**src/rtl/dram_cmd_timeline_gen.sv**
```systemverilog
// Per-request DRAM command timeline generator: turns read requests into time-stamped
// PRE/ACT/RD commands while tracking open rows and per-bank / per-bank-group timing history.
module dram_cmd_timeline_gen #(
  parameter int BG_WIDTH     = 2,
  parameter int BANK_WIDTH   = 2,
  parameter int ROW_WIDTH    = 16,
  parameter int COL_WIDTH    = 10,
  parameter int REQ_ID_WIDTH = 8,
  parameter int CYCLE_WIDTH  = 16,
  parameter int T_RCD        = 14,
  parameter int T_RP         = 14,
  parameter int T_RAS        = 32,
  parameter int T_RTP        = 8,
  parameter int T_RRD_S      = 4,
  parameter int T_RRD_L      = 6,
  parameter int T_CCD_S      = 4,
  parameter int T_CCD_L      = 6,
  parameter int T_FAW        = 24,
  parameter int AUTO_CLOSE   = 0
) (
  input  logic                    clk,
  input  logic                    rst,
  input  logic                    req_valid,
  output logic                    req_ready,
  input  logic [BG_WIDTH-1:0]     req_bg,
  input  logic [BANK_WIDTH-1:0]   req_bank,
  input  logic [ROW_WIDTH-1:0]    req_row,
  input  logic [COL_WIDTH-1:0]    req_col,
  input  logic [REQ_ID_WIDTH-1:0] req_id,
  input  logic                    req_last,
  input  logic                    flush,
  output logic                    flush_done,
  output logic                    cmd_valid,
  input  logic                    cmd_ready,
  output logic [CYCLE_WIDTH-1:0]  cmd_cycle,
  output logic [2:0]              cmd_type,
  output logic [BG_WIDTH-1:0]     cmd_bg,
  output logic [BANK_WIDTH-1:0]   cmd_bank,
  output logic [ROW_WIDTH-1:0]    cmd_row,
  output logic [COL_WIDTH-1:0]    cmd_col,
  output logic [REQ_ID_WIDTH-1:0] cmd_req_id,
  output logic                    busy,
  output logic                    overflow,
  output logic [2:0]              dbg_state_o
);

  localparam int NB_W = BG_WIDTH + BANK_WIDTH;
  localparam int NB   = 1 << NB_W;
  localparam int NBG  = 1 << BG_WIDTH;
  localparam int CW   = CYCLE_WIDTH;
  localparam int CW1  = CYCLE_WIDTH + 1;

  // Encodings shared with dram_scheduler_types.vh
  localparam logic [2:0] CMD_PRE = 3'd1;
  localparam logic [2:0] CMD_ACT = 3'd2;
  localparam logic [2:0] CMD_RD  = 3'd3;

  localparam logic [CW:0] D_RCD   = CW1'(T_RCD);
  localparam logic [CW:0] D_RP    = CW1'(T_RP);
  localparam logic [CW:0] D_RAS   = CW1'(T_RAS);
  localparam logic [CW:0] D_RTP   = CW1'(T_RTP);
  localparam logic [CW:0] D_RRD_S = CW1'(T_RRD_S);
  localparam logic [CW:0] D_RRD_L = CW1'(T_RRD_L);
  localparam logic [CW:0] D_CCD_S = CW1'(T_CCD_S);
  localparam logic [CW:0] D_CCD_L = CW1'(T_CCD_L);
  localparam logic [CW:0] D_FAW   = CW1'(T_FAW);

  typedef enum logic [2:0] {
    S_IDLE, S_DECIDE, S_EMIT, S_FLUSH_SCAN, S_FLUSH_DONE
  } state_e;

  typedef enum logic [1:0] {M_REQ, M_CLOSE, M_FLUSH} mode_e;

  // Handshakes: a transfer happens on a rising edge where valid && ready are both high;
  // the producer holds valid and all payload fields stable until that edge.

  state_e state_q, state_d;
  mode_e  mode_q;

  logic [BG_WIDTH-1:0]     rq_bg_q;
  logic [BANK_WIDTH-1:0]   rq_bank_q;
  logic [ROW_WIDTH-1:0]    rq_row_q;
  logic [COL_WIDTH-1:0]    rq_col_q;
  logic [REQ_ID_WIDTH-1:0] rq_id_q;
  logic                    rq_last_q;
  logic [NB_W-1:0]         scan_q;
  logic [CW-1:0]           gptr_q;

  logic [NB-1:0]           open_q;
  logic [ROW_WIDTH-1:0]    row_q [NB];
  logic [CW-1:0]           act_t_q [NB];
  logic [CW-1:0]           pre_t_q [NB];
  logic [CW-1:0]           rd_t_q  [NB];
  logic [NB-1:0]           act_v_q, pre_v_q, rd_v_q;
  logic [CW-1:0]           bg_act_t_q [NBG];
  logic [CW-1:0]           bg_rd_t_q  [NBG];
  logic [NBG-1:0]          bg_act_v_q, bg_rd_v_q;
  logic [CW-1:0]           any_act_t_q, any_rd_t_q;
  logic                    any_act_v_q, any_rd_v_q;
  logic [CW-1:0]           faw_q [4];
  logic [2:0]              faw_cnt_q;

  logic                    cmd_valid_q;
  logic [CW-1:0]           cmd_cycle_q;
  logic [2:0]              cmd_type_q;
  logic [BG_WIDTH-1:0]     cmd_bg_q;
  logic [BANK_WIDTH-1:0]   cmd_bank_q;
  logic [ROW_WIDTH-1:0]    cmd_row_q;
  logic [COL_WIDTH-1:0]    cmd_col_q;
  logic [REQ_ID_WIDTH-1:0] cmd_req_id_q;
  logic                    overflow_q;

  logic                    req_accept, cmd_fire, load_cmd, close_after_rd;
  logic [NB_W-1:0]         tgt, fire_idx;
  logic [BG_WIDTH-1:0]     tgt_bg;
  logic [2:0]              sel_type;
  logic [CW:0]             t_wide, gptr_wide;
  logic [CW-1:0]           t_sat, gptr_sat;
  logic                    t_ovf, gptr_ovf;

  assign req_ready      = (state_q == S_IDLE) && !flush && !rst;
  assign req_accept     = req_valid && req_ready;
  assign cmd_fire       = cmd_valid_q && cmd_ready;
  assign close_after_rd = (AUTO_CLOSE != 0) && rq_last_q;
  assign fire_idx       = {cmd_bg_q, cmd_bank_q};

  assign cmd_valid   = cmd_valid_q;
  assign cmd_cycle   = cmd_cycle_q;
  assign cmd_type    = cmd_type_q;
  assign cmd_bg      = cmd_bg_q;
  assign cmd_bank    = cmd_bank_q;
  assign cmd_row     = cmd_row_q;
  assign cmd_col     = cmd_col_q;
  assign cmd_req_id  = cmd_req_id_q;
  assign busy        = (state_q != S_IDLE);
  assign flush_done  = (state_q == S_FLUSH_DONE);
  assign overflow    = overflow_q;
  assign dbg_state_o = state_q;

  // Raise cur to base+dly when the history entry is valid and later.
  function automatic logic [CW:0] lim(input logic v, input logic [CW-1:0] base,
                                      input logic [CW:0] dly, input logic [CW:0] cur);
    logic [CW:0] cand;
    cand = {1'b0, base} + dly;
    return (v && (cand > cur)) ? cand : cur;
  endfunction

  always_comb begin
    tgt    = (state_q == S_FLUSH_SCAN) ? scan_q : {rq_bg_q, rq_bank_q};
    tgt_bg = tgt[NB_W-1:BANK_WIDTH];
    if ((state_q == S_FLUSH_SCAN) || (mode_q == M_CLOSE)) sel_type = CMD_PRE;
    else if (!open_q[tgt])                                 sel_type = CMD_ACT;
    else if (row_q[tgt] == rq_row_q)                       sel_type = CMD_RD;
    else                                                   sel_type = CMD_PRE;
  end

  always_comb begin
    t_wide = {1'b0, gptr_q};
    case (sel_type)
      CMD_PRE: begin
        t_wide = lim(act_v_q[tgt], act_t_q[tgt], D_RAS, t_wide);
        t_wide = lim(rd_v_q[tgt],  rd_t_q[tgt],  D_RTP, t_wide);
      end
      CMD_ACT: begin
        t_wide = lim(pre_v_q[tgt],        pre_t_q[tgt],        D_RP,    t_wide);
        t_wide = lim(bg_act_v_q[tgt_bg],  bg_act_t_q[tgt_bg],  D_RRD_L, t_wide);
        t_wide = lim(any_act_v_q,         any_act_t_q,         D_RRD_S, t_wide);
        t_wide = lim(faw_cnt_q == 3'd4,   faw_q[0],            D_FAW,   t_wide);
      end
      default: begin
        t_wide = lim(act_v_q[tgt],       act_t_q[tgt],       D_RCD,   t_wide);
        t_wide = lim(bg_rd_v_q[tgt_bg],  bg_rd_t_q[tgt_bg],  D_CCD_L, t_wide);
        t_wide = lim(any_rd_v_q,         any_rd_t_q,         D_CCD_S, t_wide);
      end
    endcase
    t_ovf     = t_wide[CW];
    t_sat     = t_ovf ? '1 : t_wide[CW-1:0];
    gptr_wide = {1'b0, cmd_cycle_q} + CW1'(1);
    gptr_ovf  = gptr_wide[CW];
    gptr_sat  = gptr_ovf ? '1 : gptr_wide[CW-1:0];
  end

  always_comb begin
    state_d  = state_q;
    load_cmd = 1'b0;
    case (state_q)
      S_IDLE: begin
        if (flush)          state_d = S_FLUSH_SCAN;
        else if (req_valid) state_d = S_DECIDE;
      end
      S_DECIDE: begin
        load_cmd = 1'b1;
        state_d  = S_EMIT;
      end
      S_EMIT: begin
        if (cmd_fire) begin
          if (mode_q == M_FLUSH)       state_d = (scan_q == '1) ? S_FLUSH_DONE : S_FLUSH_SCAN;
          else if (cmd_type_q == CMD_RD) state_d = close_after_rd ? S_DECIDE : S_IDLE;
          else if (mode_q == M_CLOSE)  state_d = S_IDLE;
          else                         state_d = S_DECIDE;
        end
      end
      S_FLUSH_SCAN: begin
        if (open_q[scan_q]) begin
          load_cmd = 1'b1;
          state_d  = S_EMIT;
        end else if (scan_q == '1) begin
          state_d = S_FLUSH_DONE;
        end
      end
      S_FLUSH_DONE: state_d = S_IDLE;
      default:      state_d = S_IDLE;
    endcase
  end

  always_ff @(posedge clk) begin
    if (rst) begin
      state_q      <= S_IDLE;
      mode_q       <= M_REQ;
      rq_bg_q      <= '0;
      rq_bank_q    <= '0;
      rq_row_q     <= '0;
      rq_col_q     <= '0;
      rq_id_q      <= '0;
      rq_last_q    <= 1'b0;
      scan_q       <= '0;
      gptr_q       <= '0;
      open_q       <= '0;
      act_v_q      <= '0;
      pre_v_q      <= '0;
      rd_v_q       <= '0;
      bg_act_v_q   <= '0;
      bg_rd_v_q    <= '0;
      any_act_t_q  <= '0;
      any_rd_t_q   <= '0;
      any_act_v_q  <= 1'b0;
      any_rd_v_q   <= 1'b0;
      faw_cnt_q    <= '0;
      cmd_valid_q  <= 1'b0;
      cmd_cycle_q  <= '0;
      cmd_type_q   <= '0;
      cmd_bg_q     <= '0;
      cmd_bank_q   <= '0;
      cmd_row_q    <= '0;
      cmd_col_q    <= '0;
      cmd_req_id_q <= '0;
      overflow_q   <= 1'b0;
      for (int i = 0; i < NB; i++) begin
        row_q[i]   <= '0;
        act_t_q[i] <= '0;
        pre_t_q[i] <= '0;
        rd_t_q[i]  <= '0;
      end
      for (int i = 0; i < NBG; i++) begin
        bg_act_t_q[i] <= '0;
        bg_rd_t_q[i]  <= '0;
      end
      for (int i = 0; i < 4; i++) faw_q[i] <= '0;
    end else begin
      state_q <= state_d;
      if (req_accept) begin
        mode_q    <= M_REQ;
        rq_bg_q   <= req_bg;
        rq_bank_q <= req_bank;
        rq_row_q  <= req_row;
        rq_col_q  <= req_col;
        rq_id_q   <= req_id;
        rq_last_q <= req_last;
      end
      if ((state_q == S_IDLE) && flush) begin
        mode_q <= M_FLUSH;
        scan_q <= '0;
      end
      if ((state_q == S_FLUSH_SCAN) && !open_q[scan_q] && (scan_q != '1))
        scan_q <= scan_q + NB_W'(1);
      if (load_cmd) begin
        cmd_valid_q  <= 1'b1;
        cmd_cycle_q  <= t_sat;
        cmd_type_q   <= sel_type;
        cmd_bg_q     <= tgt[NB_W-1:BANK_WIDTH];
        cmd_bank_q   <= tgt[BANK_WIDTH-1:0];
        cmd_row_q    <= (sel_type == CMD_ACT) ? rq_row_q : '0;
        cmd_col_q    <= (sel_type == CMD_RD)  ? rq_col_q : '0;
        cmd_req_id_q <= (sel_type == CMD_RD)  ? rq_id_q  : '0;
        if (t_ovf) overflow_q <= 1'b1;
      end
      if (cmd_fire) begin
        cmd_valid_q <= 1'b0;
        gptr_q      <= gptr_sat;
        if (gptr_ovf) overflow_q <= 1'b1;
        case (cmd_type_q)
          CMD_PRE: begin
            pre_t_q[fire_idx] <= cmd_cycle_q;
            pre_v_q[fire_idx] <= 1'b1;
            open_q[fire_idx]  <= 1'b0;
          end
          CMD_ACT: begin
            act_t_q[fire_idx]    <= cmd_cycle_q;
            act_v_q[fire_idx]    <= 1'b1;
            open_q[fire_idx]     <= 1'b1;
            row_q[fire_idx]      <= cmd_row_q;
            bg_act_t_q[cmd_bg_q] <= cmd_cycle_q;
            bg_act_v_q[cmd_bg_q] <= 1'b1;
            any_act_t_q          <= cmd_cycle_q;
            any_act_v_q          <= 1'b1;
            // Entry 0 is the oldest once four ACTs have been recorded.
            faw_q[0] <= faw_q[1];
            faw_q[1] <= faw_q[2];
            faw_q[2] <= faw_q[3];
            faw_q[3] <= cmd_cycle_q;
            if (faw_cnt_q != 3'd4) faw_cnt_q <= faw_cnt_q + 3'd1;
          end
          default: begin
            rd_t_q[fire_idx]    <= cmd_cycle_q;
            rd_v_q[fire_idx]    <= 1'b1;
            bg_rd_t_q[cmd_bg_q] <= cmd_cycle_q;
            bg_rd_v_q[cmd_bg_q] <= 1'b1;
            any_rd_t_q          <= cmd_cycle_q;
            any_rd_v_q          <= 1'b1;
            if (close_after_rd) mode_q <= M_CLOSE;
          end
        endcase
        if ((mode_q == M_FLUSH) && (scan_q != '1)) scan_q <= scan_q + NB_W'(1);
      end
    end
  end

endmodule

```
**config.mk**
```make
export PLATFORM = sky130hd
export DESIGN_NAME = dram_cmd_timeline_gen
export DESIGN_NICKNAME = d
export VERILOG_FILES = /design/src/rtl/dram_cmd_timeline_gen.sv
export SDC_FILE = /design/constraint.sdc
export NUM_CORES = 2
export LEC_CHECK = 0
export ABC_AREA = 0
export CORE_MARGIN = 4
export CORE_UTILIZATION = 63
export CTS_CLUSTER_SIZE = 25
export DETAILED_ROUTE_END_ITERATION = 6
export PLACE_DENSITY_LB_ADDON = 0.25
export SLEW_MARGIN = 30
export SYNTH_ARGS = -nofsm -noshare
export SYNTH_HDL_FRONTEND = slang
export SYNTH_SLANG_ARGS = --single-unit
```
**constraint.sdc**
```tcl
create_clock -name clk -period 16.2 [get_ports clk]
set_input_delay 3.24 -clock clk [delete_from_list [all_inputs] [get_ports clk]]
set_output_delay 3.24 -clock clk [all_outputs]
set_load 0.005 [all_outputs]
```
==> metrics.md <==
| Metric | Value |
|---|---|
| Max clock buf depth | `3` |
| Syn_area_per_cell | `around 12 µm²` |
| Crit path top cell by count | `ha_1` |
| Fill cells | `7766` |
| Largest net degree at the start of global routing | `96` |
| Total number of yosys warnings | `0` |
| PD cells | `between 100 and 150 nW/µm²` |
| Main combinational cell family by area after synthesis | `simple AND/OR/NAND/NOR gates` |
| Status | `complete, no violations` |
| Worst vdd ir | `slightly above 0.1 mV` |
| Overall die width | `346 µm` |
| Initial DRC count | `around 7300` |
| R2R Setup Slk | `approximately 1900 ps` |
| Worst Path Required | `about 17000 ps` |
| Pleak | `30.1 nW` |
| Cell area after synthesis | `71800 µm²` |
| CTS tree | `done` |
| Crit-path max FO | `31` |
| Detail Placement HPWL | `~140000 µm` |
| Min Tclk post-route | `~14000 ps` |
| Post-synthesis cell type count | `just under 90` |
| Layout cells sized above 1 | `a little under an eighth` |
| Worst-path clk slew | `60 ps` |
| Startpoint types | `flip-flop` |
| Row cnt | `123` |
| CTS Hold Bufs | `0` |
| WHS Path Cells | `1` |
| Clock sink count | `around 1400` |
| Critical path's largest stage delay | `970 ps` |
| Post-CTS Setup Bufs | `0` |
| Clock Latency Late Sink | `800 ps` |
| Unrepaired setup endpoints after global routing | `false` |
| Final Setup Violations | `0` |
| Reg area | `~41000 µm²` |
| Pins Over Slew Limit | `0` |
| Die Area | `~120000 µm²` |
| PortBufs | `roughly 110` |
| Slowest-stage cell, CP | `dfxtp_1` |
| Multi-input logic area | `around 28000 µm²` |
| Hold path startpoint | `bg_act_v_q[2]$_SDFFE_PP0P_` |
| Mux contribution to synthesized area | `about a tenth` |
| Reg-to-Reg Start | `scan_q[1]$_SDFF_PP0_` |
| Setup TNS | `0 ps` |
| Setup crit end kind | `flip-flop` |
| Post-route DRC | `0` |
| Global-route wire length before repair | `about 330000 µm` |
| Fin crit share | `between 80% and 90%` |
| Synth Flop Type | `edfxtp_1` |
| Area grow syn2layout | `10.4%` |
| Core box area | `~110000 µm²` |
| Vias | `between 50000 and 60000` |
| CP Class | `flip-flop to flip-flop` |
| Max cap viols | `0` |
| Post-CTS sizing | `0` |
| Simple-gate area share of the yosys netlist | `~16%` |
| Xor-xnor portion of the synthesized cell area | `1.65%` |
| Setup ws final | `about 1900 ps` |
| Final wirelength | `232000 µm` |
| Syn nets | `6279` |
| IO Pins | `~110` |
| Initial core utilization | `a little under two thirds` |
| Register area share after synthesis | `57.2%` |
| Drt pass-1 iters | `6` |
| WL/cell | `30.4 µm` |
| Gpl congestion | `just over 1` |
| Clock Skews | `about 43 ps` |
| WHS Endpoint | `bg_act_v_q[2]$_SDFFE_PP0P_` |
| GRT Total Usage | `about two fifths` |
| Num CTS Buffers | `151` |
| Most common cell after layout, fill and taps aside | `edfxtp_1` |
| Die height | `~350 µm` |
| Antenna violations before repair | `14` |
| Hold Violations, Final | `0` |
| Compound-Gate Fraction of Synth Area | `7.88%` |
| Ys async rst share | `0%` |
| Worst slew pin tran | `roughly 1100 ps` |
| Cells after synthesis | `roughly 6000` |
| Final Net Count | `between 6000 and 7000` |
| Number of nets with antenna violations after routing | `0` |
| Max-slew headroom | `roughly a quarter` |
| H-Tree Depth | `4` |
| Max frequency | `between 0.06 and 0.07 GHz` |
| Vias in the first global route | `49805` |
| Most frequent cells in the layout | `1216 x edfxtp_1, 680 x nor2_1, 545 x nand2_1` |
| Synth Register Bits | `1445` |
| Grt total ovfl | `0` |
| Adder-cell share of the synthesized area | `under 10%` |
| Pre-CTS setup slack | `around 2200 ps` |
| Worst EP arrival | `15000 ps` |
| EDFF count, synth | `1216` |
| Crit Reg-Reg Endpoint | `cmd_cycle[12]$_SDFFE_PP0P_` |
| Reg2reg path depth | `52` |
| Via-to-Cell Ratio | `between 6 and 7` |
| Worst Hold Class | `flip-flop to flip-flop` |
| CTS root buffer | `clkbuf_16` |
-- where the power goes --
| group | leakage (nW) | internal [mW] | switching (mW) |
|---|---|---|---|
| sequential | 14.4 | 4.17 | 0.103 |
| combinational | 13.2 | 0.604 | 1.38 |
| clock | 2.43 | 2.01 | 1.49 |
| total | 30.1 | 6.79 | 2.98 |
-- logic make-up (layout without fill, tap and decap cells) --
kind of cell    after synthesis  after routing
simple gates               2306           2306
flops                      1445           1445
compound gates              828            828
buf+inv                     673            721
mux                         517            517
fa+ha+maj                   165            165
xor+xnor                    135            135
other cells                   1              9
-- area by class of cell --
class                      count  share of cell area [%]
sequential                  1445                    51.8
timing repair buffer         274                    3.02
multi-input combinational   3952                    35.7
inverter                     171                   0.818
antenna                        8                  0.0252
clock buffer                 200                    5.24
tap                         1500                    2.37
clock inverter                76                    1.07
-- flip-flops by register name (all words and copies together) (netlist names), 64 cells and up, named ones only --
register and count:
act_t_q 256, pre_t_q 256, rd_t_q 256, row_q 256
bg_act_t_q 64, bg_rd_t_q 64, faw_q 64
-- per-layer routing --
metal	global-route usage (%)	up-vias	wire length, µm
met2	58.2	3572	105000
met1	51.3	25371	84100
met3	11.1	672	30900
li1	-	21963	-
met5	0	-	118
met4	17.7	16	12100
-- worst max path at each step --
stage | from | endpoint | slack, ps | cells after the start
floorplan | dbg_state_o[2]$_SDFFE_PP0P_ | cmd_cycle[11]$_SDFFE_PP0P_ | 4550 | 66
global placement | dbg_state_o[1]$_SDFFE_PP0P_ | cmd_cycle[12]$_SDFFE_PP0P_ | 2310 | 55
detailed placement | scan_q[1]$_SDFF_PP0_ | cmd_cycle[12]$_SDFFE_PP0P_ | 2200 | 55
CTS | scan_q[1]$_SDFF_PP0_ | cmd_cycle[12]$_SDFFE_PP0P_ | 2120 | 55
global route | dbg_state_o[2]$_SDFFE_PP0P_ | cmd_cycle[12]$_SDFFE_PP0P_ | 1110 | 57
finish | scan_q[1]$_SDFF_PP0_ | cmd_cycle[12]$_SDFFE_PP0P_ | 1880 | 52
-- cell usage after synthesis (162+ instances only) --
cell	n	share of area [%]
a21oi_1	162	1.1
and2_1	403	3.5
and3_1	300	2.6
clkbuf_1	356	1.9
dfxtp_1	229	6.4
edfxtp_1	1216	51
ha_1	165	2.9
inv_1	171	0.89
mux2i_1	295	4.1
mux4_2	196	6.1
nand2_1	561	2.9
nor2_1	695	3.6
-- critical path: cells and delay by family, from the launching register on --
family / cells / cell delay (ps)
multiplexers: 4 / 1610
buffers and inverters: 4 / 1330
AO/OA/AOI/OAI: 26 / 5520
AND/OR/NAND/NOR: 13 / 3290
XOR/XNOR: 1 / 180
adder cells (fa/ha/maj): 4 / 1220
flip-flops: 1 / 970
-- stage by stage --
step	hold WS [ps]	instance area, µm²	total power [mW]	instances	util (%)
5_1_grt	464	79300	10.0	7619	70.3
3_3_place_gp	429	74200	6.22	7340	65.8
3_5_place_dp	439	74300	6.25	7341	65.8
2_1_floorplan	421	71800	5.47	6070	-
6_report	449	79300	9.77	7626	70.3
4_1_cts	452	79300	9.69	7617	70.3
No activity file was read; power rests on OpenSTA's default activity.
